--- src/rtl/riscblade_pkg.sv ---
// Shared types and default widths for the riscblade 16-bit multicycle core.
//   fetch_state_t   : fetch front-end sequencing states
//   DEFAULT_*       : default parameter values for fetch_unit
package riscblade_pkg;

   typedef enum logic [1:0] {
      S_REQ,
      S_WAIT,
      S_HOLD
   } fetch_state_t;

   localparam int unsigned DEFAULT_ADDR_W  = 16;
   localparam int unsigned DEFAULT_INSTR_W = 16;
   localparam int unsigned DEFAULT_PC_STEP = 2;

endpackage

--- src/rtl/fetch_pc_reg.sv ---
// Program counter register for the fetch front end.
//   clock, reset    : clock, asynchronous active-high reset (loads RESET_VECTOR)
//   grant           : request accepted this cycle -> advance by PC_STEP
//   redirect_en     : load redirect_addr (aligned); wins over grant
//   redirect_addr   : redirect target, low log2(PC_STEP) bits ignored
//   pc              : current fetch address
module fetch_pc_reg #(
   parameter int unsigned ADDR_W       = 16,
   parameter int unsigned PC_STEP      = 2,
   parameter int unsigned RESET_VECTOR = 0
) (
   input  logic              clock,
   input  logic              reset,
   input  logic              grant,
   input  logic              redirect_en,
   input  logic [ADDR_W-1:0] redirect_addr,
   output logic [ADDR_W-1:0] pc
);

   localparam logic [ADDR_W-1:0] STEP       = ADDR_W'(PC_STEP);
   localparam logic [ADDR_W-1:0] ALIGN_MASK = ~(STEP - ADDR_W'(1));

   logic [ADDR_W-1:0] r_pc;

   always_ff @(posedge clock or posedge reset) begin
      if (reset) begin
         r_pc <= ADDR_W'(RESET_VECTOR);
      end else if (redirect_en) begin
         r_pc <= redirect_addr & ALIGN_MASK;
      end else if (grant) begin
         r_pc <= r_pc + STEP;   // wraps modulo 2^ADDR_W
      end
   end

   assign pc = r_pc;

endmodule

--- src/rtl/fetch_unit.sv ---
// Instruction-fetch front end: owns the PC, issues fetches over a
// req/gnt/rvalid handshake, holds the returned word for decode, and
// squashes in-flight fetches on redirect.
//   clock, reset             : clock, asynchronous active-high reset
//   mem_req/mem_addr/mem_gnt : fetch request, address (= pc), accept
//   mem_rdata/mem_rvalid     : returned word and its strobe
//   instr/instr_pc           : instruction register and its fetch address
//   instr_valid/instr_ready  : handshake to decode
//   redirect_en/addr         : load new PC, squash current fetch
//   pc                       : next fetch address
//   fetch_count              : instructions delivered (wraps)
module fetch_unit
   import riscblade_pkg::*;
#(
   parameter int unsigned ADDR_W       = DEFAULT_ADDR_W,
   parameter int unsigned INSTR_W      = DEFAULT_INSTR_W,
   parameter int unsigned PC_STEP      = DEFAULT_PC_STEP,
   parameter int unsigned RESET_VECTOR = 0,
   parameter int unsigned COUNT_W      = 16
) (
   input  logic               clock,
   input  logic               reset,
   output logic               mem_req,
   output logic [ADDR_W-1:0]  mem_addr,
   input  logic               mem_gnt,
   input  logic [INSTR_W-1:0] mem_rdata,
   input  logic               mem_rvalid,
   output logic [INSTR_W-1:0] instr,
   output logic [ADDR_W-1:0]  instr_pc,
   output logic               instr_valid,
   input  logic               instr_ready,
   input  logic               redirect_en,
   input  logic [ADDR_W-1:0]  redirect_addr,
   output logic [ADDR_W-1:0]  pc,
   output logic [COUNT_W-1:0] fetch_count
);

   fetch_state_t       r_state, w_state_nxt;
   logic               r_squash, w_squash_nxt;
   logic [ADDR_W-1:0]  r_fetch_pc;
   logic [INSTR_W-1:0] r_instr;
   logic [ADDR_W-1:0]  r_instr_pc;
   logic               r_instr_valid, w_valid_nxt;
   logic [COUNT_W-1:0] r_fetch_count;
   logic               w_grant, w_capture, w_count_inc;
   logic [ADDR_W-1:0]  w_pc;

   assign mem_req  = (r_state == S_REQ) & ~redirect_en & ~reset;
   assign w_grant  = mem_req & mem_gnt;
   assign mem_addr = w_pc;

   fetch_pc_reg #(
      .ADDR_W       (ADDR_W),
      .PC_STEP      (PC_STEP),
      .RESET_VECTOR (RESET_VECTOR)
   ) u_pc (
      .clock         (clock),
      .reset         (reset),
      .grant         (w_grant),
      .redirect_en   (redirect_en),
      .redirect_addr (redirect_addr),
      .pc            (w_pc)
   );

   always_ff @(posedge clock or posedge reset) begin
      if (reset) begin
         r_state       <= S_REQ;
         r_squash      <= 1'b0;
         r_fetch_pc    <= '0;
         r_instr       <= '0;
         r_instr_pc    <= '0;
         r_instr_valid <= 1'b0;
         r_fetch_count <= '0;
      end else begin
         r_state       <= w_state_nxt;
         r_squash      <= w_squash_nxt;
         r_instr_valid <= w_valid_nxt;
         if (w_grant) r_fetch_pc <= w_pc;
         if (w_capture) begin
            r_instr    <= mem_rdata;
            r_instr_pc <= r_fetch_pc;
         end
         if (w_count_inc) r_fetch_count <= r_fetch_count + COUNT_W'(1);
      end
   end

   // Redirect is checked first in every state so it overrides grant,
   // capture and consume in the same cycle.
   always_comb begin
      w_state_nxt  = r_state;
      w_squash_nxt = r_squash;
      w_valid_nxt  = r_instr_valid;
      w_capture    = 1'b0;
      w_count_inc  = 1'b0;
      case (r_state)
         S_REQ: begin
            // rvalid deliberately ignored: any response here is stale
            if (w_grant) w_state_nxt = S_WAIT;
         end
         S_WAIT: begin
            if (mem_rvalid) begin
               if (redirect_en || r_squash) begin
                  w_squash_nxt = 1'b0;
                  w_state_nxt  = S_REQ;
               end else begin
                  w_capture   = 1'b1;
                  w_valid_nxt = 1'b1;
                  w_state_nxt = S_HOLD;
               end
            end else if (redirect_en) begin
               w_squash_nxt = 1'b1;
            end
         end
         S_HOLD: begin
            if (redirect_en) begin
               w_valid_nxt = 1'b0;
               w_state_nxt = S_REQ;
            end else if (instr_ready) begin
               w_valid_nxt = 1'b0;
               w_count_inc = 1'b1;
               w_state_nxt = S_REQ;
            end
         end
         default: w_state_nxt = S_REQ;
      endcase
   end

   assign instr       = r_instr;
   assign instr_pc    = r_instr_pc;
   assign instr_valid = r_instr_valid;
   assign pc          = w_pc;
   assign fetch_count = r_fetch_count;

endmodule

--- config.mk ---
export PLATFORM = sky130hd
export DESIGN_NAME = fetch_unit
export DESIGN_NICKNAME = d
export VERILOG_FILES = /design/src/rtl/riscblade_pkg.sv /design/src/rtl/fetch_pc_reg.sv /design/src/rtl/fetch_unit.sv
export SDC_FILE = /design/constraint.sdc
export NUM_CORES = 1
export LEC_CHECK = 0
export ABC_AREA = 1
export CAP_MARGIN = 25
export CORE_UTILIZATION = 50
export DETAILED_ROUTE_END_ITERATION = 8
export GPL_TIMING_DRIVEN = 0
export MAX_ROUTING_LAYER = met4
export PLACE_DENSITY_LB_ADDON = 0.3
export SETUP_SLACK_MARGIN = 0.5
export SKIP_LAST_GASP = 1
export SYNTH_ARGS = -nofsm -noshare
export SYNTH_HDL_FRONTEND = slang
export SYNTH_SLANG_ARGS = --single-unit
--- constraint.sdc ---
create_clock -name clock -period 4.3 [get_ports clock]
set_clock_uncertainty 0.1 [all_clocks]
set_input_delay 0.86 -clock clock [delete_from_list [all_inputs] [get_ports clock]]
set_output_delay 0.86 -clock clock [all_outputs]
set_load 0.01 [all_outputs]
==> metrics.sh <==
OUTCOME='finished, final reports clean'
SYNTH_CELLS=492
UNREPAIRED_SETUP_ENDPOINTS_AFTER_GLOBAL_ROUTING='no'
TOTAL_LEAKAGE_POWER_uW=0.00268
IO-PIN-COUNT=120
CTS_HOLD_BUF=0
DRT-WIRELENGTH-PER-CELL_UM=13.4
STARTING_DENSITY_OF_THE_CORE_PCT=52.5
LARGEST_FAMILY_OF_LOGIC_CELLS_BY_SYNTHESIZED_AREA='simple AND/OR/NAND/NOR gates'
POWER_SWITCHING_SHARE_PCT=29.1
FINAL_CELL_AREA_MM2=0.00570
CELL_INT_POWER_uW=1830
CLOCKBUFFERDEPTH=2
GRT.TOTAL_USAGE_PCT=24.9
NETLIST_AREA_MM2=0.00412
TIMING.CRITICAL_PATH.TO_TYPE='output pin'
SYNTH-WARNING-COUNT=0
HPWL_MM=7.28
TRITONCTS_CLOCK_TREE='yes'
CRITICAL_PATH.STARTPOINT_TYPE='input pin'
HOLDCRITSTARTPOINT='instr_pc[15]'
WORST_IR_DROP_ON_VDD_V=0.000199
ROUTE.DETAILED.VIAS_PER_INST=5.00
NUMBER_OF_CTS_INSERTED_BUFFERS=9
CTS_SETUP_BUFFERS=0
YOSYS.AREA.TOP_TYPE_SHARE_PCT=49.2
VIAS=3639
HOLD_PATH_DEPTH=2
SYNTH-MAIN-FF-CELL='sky130_fd_sc_hd__dfrtp_1'
CRIT_FANOUT=10
CTSHTREEMAXLEVEL=3
MAXCAPVIOLCOUNT=0
WORST_EP_REQUIRED_TIME_NS=3.34
WORST_SETUP_HOLD_PATH_CLK_SLEW_NS=0.08
POST_SYNTH_NUM_CELL_TYPES=34
FINALHOLDVIOLATIONS=0
PLACE_WS_NS=1.06
CTS.SINK_COUNT=81
HP-CLASS='reg -> reg'
SYN_AREA_PER_CELL_UM2=8.37
DRT-TOTAL-WL_MM=9.77
SYNTH_ASYNC_SR_FLOP_SHARE_PCT=100
EDFF_COUNT_SYNTH=0
PWR-SHARE-CLK_PCT=27.7
FIRST_PASS_GRT_WIRE_LENGTH_MM=16.6
IO_BUFFER_COUNT=115
MAXIMUM_NUMBER_OF_PINS_ON_ONE_NET_BEFORE_GLOBAL_ROUTE_REPAIR=62
FIRST_ITER_VIOLATIONS=164
SYNTH_COMMONEST_CELLS='sky130_fd_sc_hd__nand2_1, sky130_fd_sc_hd__dfrtp_1, sky130_fd_sc_hd__inv_1'
POWERDENSITY_mW_PER_MM2=454
TNS_NS=0
GRT.OVERFLOW.TOTAL=0
DRTPASS1ITERATIONS=4
FIN_WORST_HOLD_SLACK_NS=0.388
SETUP_VIOLATIONS=0
SYNTH_TOP_CELL_BY_AREA='sky130_fd_sc_hd__dfrtp_1'
WORSTREGTOREGCELLS=6
FINAL_PERIOD_MINUS_WORST_SETUP_SLACK_NS=3.22
FIN_NETS=661
FLOORPLAN.DIE_AREA_MM2=0.00861
YOSYS-TOP-CELLS-AREA='sky130_fd_sc_hd__dfrtp_1, sky130_fd_sc_hd__nand2_1, sky130_fd_sc_hd__inv_1'
POSTLAYOUTSETUPSLACKWORST_NS=1.08
DRT_DRC_VIOLATIONS_LEFT=0
WORST_SKEW_LATE_LATENCY_NS=0.35
SWITCHING_POWER_uW=752
ANT_NETS=0
CRIT_START='redirect_en'
POWER.COMBINATIONAL.FRACTION_PCT=30.8
INITIAL_ANTENNA_VIOLATION_COUNT=0
POST-SYNTH-TOP-COUNT-CELL='sky130_fd_sc_hd__nand2_1'
PLACEMENTROWS=32
FP.COREAREA_MM2=0.00785
TIMING.FINAL.CRIT_SHARE_PCT=75.0
MAXCLOCKFREQUENCY_MHz=310
PLACE_AREA_MM2=0.00544
FP.DIEW_UM=92.8
POST_CTS_RESIZED=0
CRITICAL_PATH_CLASS='in -> out'
POST_SYNTH_MUX_AREA_SHARE_PCT=0
SYNTHTOLAYOUTAREAGROWTH_PCT=38.2
SYNTH-SEQ-CELLS=81
SYNTH_COMPOUND_AREA_SHARE_PCT=11.1
SEQ_POWER_SHARE_PCT=41.6
POST_SYNTH_XOR_AREA_FRACTION_PCT=1.70
POST_SYNTHESIS_ADDER_CELL_AREA_FRACTION_PCT=0.607
ROOT_BUFFER_MASTER='sky130_fd_sc_hd__clkbuf_8'
PLACE.GP.CONGESTION=0.845
DIE_H_UM=92.8
CRITICAL_PATH_ARRIVAL_NS=2.26
FINAL_MAX_SLEW_VIOL_COUNT=0
DRIVE_GT1_SHARE_PCT=14.1
NUMBER_OF_GLOBAL_ROUTE_VIAS_BEFORE_REPAIR=3677
RR_STARTPOINT='u_pc.pc[1]'
ANTENNA-DIODE-COUNT=0
POST_SYNTH_AND_OR_NAND_NOR_AREA_FRACTION_PCT=24.4
SYNTH_SEQ_AREA_SHARE_PCT=49.2
[power groups by stage]
stage	combinational, uW	clock [uW]	sequential [uW]
3_3_place_gp	772	0	1070
6_report	795	715	1070
4_1_cts	805	725	1070
5_1_grt	871	758	1100
3_5_place_dp	800	0	1090
2_1_floorplan	304	0	1130
[placed cells by master (no fill, tap or decap), drive strengths merged, types with 2 or more instances in the layout]
master / Yosys / routed
xor2: 3 / 3
nand3: 26 / 26
nand2: 151 / 151
or2: 4 / 4
clkbuf: 1 / 12
inv: 68 / 68
xnor2: 5 / 5
dfrtp: 81 / 81
nand3b: 2 / 2
ha: 2 / 2
buf: 30 / 31
o21a: 3 / 3
o21ai: 56 / 56
a21oi: 6 / 6
conb: 1 / 3
o21bai: 2 / 2
o211ai: 5 / 5
nor2: 37 / 37
clkdlybuf4s50: 0 / 115
nand4: 7 / 7
bufinv: 0 / 4
[registers in the layout (all words and copies together), names as in the netlist]
register,flops
instr,16
r_squash,1
r_state,2
instr_pc,15
r_fetch_pc,15
u_pc.pc,15
fetch_count,16
instr_valid,1
[final cells by class]
class	instances	area (um2)
buffer	31	270
sequential	81	2030
timing repair buffer	116	1180
clock buffer	11	131
clock inverter	5	128
multi-input combinational	313	1570
inverter	69	263
tap	102	128
fill	620	2150
[kinds of logic after synthesis]
logic type	after synthesis
adders and majority gates	2
DFF	81
xor gates and xnor gates	8
and+or+nand+nor	227
AOI/OAI and AO/OA	73
buffers and inverters	100
other	1
[worst max-delay path, stage by stage]
cell and delay, ns:
sky130_fd_sc_hd__clkdlybuf4s50_1 0.44, sky130_fd_sc_hd__buf_6 0.16, sky130_fd_sc_hd__nor2_4 0.14, sky130_fd_sc_hd__nand2_1 0.07
sky130_fd_sc_hd__inv_1 0.06, sky130_fd_sc_hd__clkdlybuf4s50_1 0.53
[per-stage QoR]
step	util, %	instances	power, uW
2_1_floorplan	-	494	1440
3_3_place_gp	68.9	711	1850
3_5_place_dp	69.3	712	1890
4_1_cts	72.6	728	2600
5_1_grt	72.6	728	2730
6_report	72.6	728	2580
[path summary, 6_finish.rpt]
check,slack [ns],to
min reg2reg,0.39,instr_pc[15]
min,0.39,instr_pc[15]
max reg2reg,2.59,u_pc.pc[15]
max,1.08,mem_req
min in group asynchronous,0.79,fetch_count[0]
max in group asynchronous,2.72,instr[10]
[layer usage]
| metal | up-vias | track usage [%] | wire, um |
|---|---|---|---|
| met5 | - | - | 0 |
| met4 | 0 | 9.87 | 204 |
| met3 | 20 | 3.86 | 589 |
| met2 | 154 | 42.6 | 4790 |
| met1 | 1698 | 29.6 | 4180 |
| li1 | 1767 | - | - |
Note: power is estimated with default switching activity, not from simulation.
